===== src/rtl/generador_tono.sv =====
`default_nettype none
// ============================================================================
// Module   : generador_tono
// Brief    : Square-wave tone generator; half-period in prescaled ticks,
//            new half-period word adopted only on a full-period boundary.
// Revision : 1.0
// ============================================================================
module generador_tono #(
    parameter int PRESC = 50,
    parameter int W_PER = 11
) (
    input  logic             clk,
    input  logic             rst,
    input  logic             en,
    input  logic [W_PER-1:0] fre_sel,
    output logic             tono,
    output logic             activo,
    output logic             tick_per,
    output logic             carga
);

    localparam int                 c_pre_w    = (PRESC > 1) ? $clog2(PRESC) : 1;
    localparam logic [c_pre_w-1:0] c_pre_last = c_pre_w'(PRESC - 1);
    localparam logic [c_pre_w-1:0] c_pre_one  = c_pre_w'(1);
    localparam logic [c_pre_w-1:0] c_pre_zero = '0;
    localparam logic [W_PER-1:0]   c_per_one  = W_PER'(1);
    localparam logic [W_PER-1:0]   c_per_zero = '0;

    typedef enum logic [0:0] {
        ST_IDLE = 1'b0,
        ST_RUN  = 1'b1
    } state_t;

    state_t             r_state;
    logic [c_pre_w-1:0] r_pre_cnt;
    logic [W_PER-1:0]   r_half_cnt;
    logic [W_PER-1:0]   r_per_reg;
    logic               r_tono;
    logic               r_activo;
    logic               r_tick_per;
    logic               r_carga;

    logic w_tick;
    logic w_half_end;
    logic w_sel_zero;

    assign w_tick     = (r_pre_cnt == c_pre_last);
    // r_per_reg is never zero while running, so the subtraction cannot wrap
    assign w_half_end = (r_half_cnt == (r_per_reg - c_per_one));
    assign w_sel_zero = (fre_sel == c_per_zero);

    always_ff @(posedge clk or negedge rst) begin
        if (!rst) begin
            r_state    <= ST_IDLE;
            r_pre_cnt  <= c_pre_zero;
            r_half_cnt <= c_per_zero;
            r_per_reg  <= c_per_zero;
            r_tono     <= 1'b0;
            r_activo   <= 1'b0;
            r_tick_per <= 1'b0;
            r_carga    <= 1'b0;
        end else begin
            r_tick_per <= 1'b0;
            r_carga    <= 1'b0;
            if (r_state == ST_IDLE) begin
                r_pre_cnt  <= c_pre_zero;
                r_half_cnt <= c_per_zero;
                r_tono     <= 1'b0;
                r_activo   <= 1'b0;
                if (en && !w_sel_zero) begin
                    r_per_reg  <= fre_sel;
                    r_tono     <= 1'b1;
                    r_activo   <= 1'b1;
                    r_tick_per <= 1'b1;
                    r_carga    <= 1'b1;
                    r_state    <= ST_RUN;
                end
            end else if (!en) begin
                // Disable wins over any tick activity in the same cycle
                r_state    <= ST_IDLE;
                r_pre_cnt  <= c_pre_zero;
                r_half_cnt <= c_per_zero;
                r_tono     <= 1'b0;
                r_activo   <= 1'b0;
            end else begin
                r_pre_cnt <= w_tick ? c_pre_zero : (r_pre_cnt + c_pre_one);
                if (w_tick) begin
                    if (!w_half_end) begin
                        r_half_cnt <= r_half_cnt + c_per_one;
                    end else begin
                        r_half_cnt <= c_per_zero;
                        if (r_tono) begin
                            r_tono <= 1'b0;
                        end else if (w_sel_zero) begin
                            r_state   <= ST_IDLE;
                            r_pre_cnt <= c_pre_zero;
                            r_tono    <= 1'b0;
                            r_activo  <= 1'b0;
                        end else begin
                            r_tono     <= 1'b1;
                            r_tick_per <= 1'b1;
                            if (fre_sel != r_per_reg) begin
                                r_per_reg <= fre_sel;
                                r_carga   <= 1'b1;
                            end
                        end
                    end
                end
            end
        end
    end

    assign tono     = r_tono;
    assign activo   = r_activo;
    assign tick_per = r_tick_per;
    assign carga    = r_carga;

endmodule
`default_nettype wire


===== config.mk =====
export PLATFORM = sky130hd
export DESIGN_NAME = generador_tono
export DESIGN_NICKNAME = d
export VERILOG_FILES = /design/src/rtl/generador_tono.sv
export SDC_FILE = /design/constraint.sdc
export NUM_CORES = 1
export LEC_CHECK = 0
export BUFFER_PORTS_ARGS = -buffer_cell sky130_fd_sc_hd__buf_4
export CAP_MARGIN = 15
export CELL_PAD_IN_SITES_DETAIL_PLACEMENT = 1
export CELL_PAD_IN_SITES_GLOBAL_PLACEMENT = 1
export CORE_MARGIN = 1
export CORE_UTILIZATION = 50
export DETAILED_ROUTE_END_ITERATION = 10
export GPL_ROUTABILITY_DRIVEN = 0
export PLACE_DENSITY = 0.81
export SLEW_MARGIN = 20
export SYNTH_ARGS = -nofsm -noshare
export SYNTH_HDL_FRONTEND = slang
export SYNTH_SLANG_ARGS = --single-unit

===== constraint.sdc =====
create_clock -name clk -period 6.78 [get_ports clk]
set_input_delay 1.356 -clock clk [delete_from_list [all_inputs] [get_ports clk]]
set_output_delay 1.356 -clock clk [all_outputs]
set_load 0.01 [all_outputs]

==> metrics <==
RSZ-0062 raised after global routing no; Comb power frac between 20% and 30%; Chip Width about 67 µm; Syn Inst Count between 200 and 250; DR vias 1645; max_cap viols 0; static leakage power around 0.92 nW; DR WL/cell 19.6 µm; Warnings, synthesis 0; total negative slack 0 ns; Crit. End Element register; P per Cell Area between 200 and 250 mW/mm²; worst-path cell chain inv_1, ha_1, or3b_4, mux2i_1, o31ai_1, a211oi_2, and2_4, a21oi_4, mux2_2; final hold vios 0; top-area cell type share of the netlist area around two fifths; post-CTS setup buffer count 0; Seq/Total Area, Yosys between 30% and 40%; layout cells sized above 1 between 20% and 30%; final std cells w/o fill approximately 270; Worst-Margin Slew between 0.5 and 0.6 ns; Worst EP arrival roughly 3.3 ns; TritonCTS Buffers 5; slowest CP cell dfrtp_1; routed vias/inst around 6; Mean Syn Cell Area between 10 and 15 µm²; CP Data Required Time between 6 and 7 ns; port bufs 17; root buf cell clkbuf_8; first-pass GRT wire length around 8600 µm; commonest non-fill, non-tap cell in the layout dfrtp_1; die area 0.00450 mm²; EDFF count, synth 0; Peak VDD IR between 0.1 and 0.15 mV; Mapped Nets between 200 and 250; Worst Path Buf+Inv 1; ANT nets after route 0; crit path kind register to register; Final min period approximately 3.1 ns; CTS Hold Bufs 0; Residual DRC 0; Cell Area, Synth about 0.0021 mm²; final WL approximately 5400 µm; Area Overhead vs Synth 10.3%; DP Wirelength 4010 µm; Fin Hold WS between 0.5 and 0.6 ns; crit path max fanout 12; CTS Sinks 33; period utilization a little under half; Sequential Power Share about half; Worst Slack Setup Final 3.65 ns; Largest delay share family, worst path compound AO/OA/AOI/OAI gates; initial antenna violation count 0; number of global-route vias before repair around 1800; Initial Util a little over half; Top FF cell, synth dfrtp_1; num rows 23; CTS tree yes; Synth cell types a little over 50; Reg clk slew, reported paths roughly 0.060 ns; GRT Util Overall about a quarter; pre-CTS WS 3.53 ns; total core area between 0.004 and 0.005 mm²; crit-path max cell delay approximately 0.45 ns; largest net degree at the start of global routing 34; Pins Over Slew Limit 0; CTS resizes 0; clk_skew about 0.0031 ns; FILL cells 462; Worst Setup Start Kind register; Placed Cells approximately 270; first-pass iteration count of the detailed router 4; CTS H-tree depth 2; Switch Pwr between 100 and 150 µW; grt ovf 0; Cell Int Power about 340 µW; fmax 319 MHz; CTS Buffer Depth 2; 1st-iter DRT viols 93; Core Util, Final between 50 and 60%; Top Ports 18; Finish-stage setup viols 0; #FFs+latches synth 33; Die Height roughly 67 µm; Layout Nets around 240; Slew HR between 60 and 70%; Min-Delay Path Class register to register; Sw Share between 20% and 30%; Area contributors post-synth dfrtp_1 39%, xnor2_1 9.1%, mux2_4 6.4%; most frequent cells in the layout 33 x dfrtp_1, 22 x xnor2_1, 17 x nor2_1, 17 x nand2_1, 17 x buf_4; outcome completed; largest area contributor in the netlist dfrtp_1; Skew-Pair Late Insertion Delay 0.29 ns; number of diodes 0; FFs w/ async S/R, synth 100%; reg2reg setup slack 3.65 ns; Clk pwr share 31.0%
==> stage by stage <==
stage          cell area (µm²)  power [mW]
2_1_floorplan             2120       0.301
3_3_place_gp              2250       0.324
3_5_place_dp              2250       0.332
4_1_cts                   2340       0.483
5_1_grt                   2340       0.500
6_report                  2340       0.480
==> worst paths after layout <==
check,start,endpoint,depth (start not counted)
worst min-delay path,r_pre_cnt[0],r_pre_cnt[0],1
worst max register to register,r_per_reg[0],r_per_reg[1],9
max in group asynchronous,rst,r_per_reg[1],1
min in group asynchronous,rst,r_half_cnt[0],1
worst max-delay path,r_per_reg[0],r_per_reg[1],9
worst min register to register,r_pre_cnt[0],r_pre_cnt[0],1
==> cell usage after synthesis (all sizes together), types with 5 or more instances <==
library cell	number
nand3	15
nor2	18
a21oi	5
nand2	18
buf	5
xor2	6
mux2	11
inv	6
nand4b	5
nor4	5
dfrtp	33
xnor2	22
==> worst register-to-register path, delay by kind of cell (launching register included) <==
kind,cells,cell delay (ns)
flip-flops,1,0.45
multiplexers,2,0.56
buffers and inverters,1,0.12
AND/OR/NAND/NOR,2,0.67
AO/OA/AOI/OAI,3,0.98
adder cells (fa/ha/maj),1,0.25
==> kinds of logic (layout without fill, tap and decap cells) <==
| logic type | count (synthesis) | after routing | share of synthesized area (%) |
|---|---|---|---|
| AND/OR/NAND/NOR | 94 | 94 | 26.3 |
| flip-flops | 33 | 33 | 39.0 |
| XOR/XNOR | 28 | 28 | 11.6 |
| AO/OA/AOI/OAI | 23 | 23 | 9.04 |
| buffers and inverters | 15 | 30 | 3.78 |
| multiplexers | 12 | 12 | 7.91 |
| adder cells (fa/ha/maj) | 4 | 4 | 2.36 |
==> power groups by stage <==
stage	logic (mW)	clock network, mW	registers, mW
final	0.0964	0.149	0.235
after global routing	0.104	0.158	0.238
after CTS	0.0968	0.152	0.235
after detailed placement	0.0937	0	0.238
after global placement	0.0870	0	0.237
after floorplan	0.0784	0	0.223
==> cell type report <==
type | count | area, µm² | area share (%)
inverters | 6 | 22.5 | 0.964
multi-input cells | 161 | 1210 | 51.9
clock buffers | 7 | 86.3 | 3.69
repair buffers | 17 | 128 | 5.46
well taps | 50 | 62.6 | 2.68
flip-flops and latches | 33 | 826 | 35.3
==> per-layer routing <==
layer  up-vias  share of wire (%)  track usage, %
met5         -                  0               0
li1        777                  -               -
met1       823                 41            30.8
met4         0                2.3            9.84
met2        31                 53            46.9
met3        14                3.8            6.68
Power figures use the tool's default switching activity.
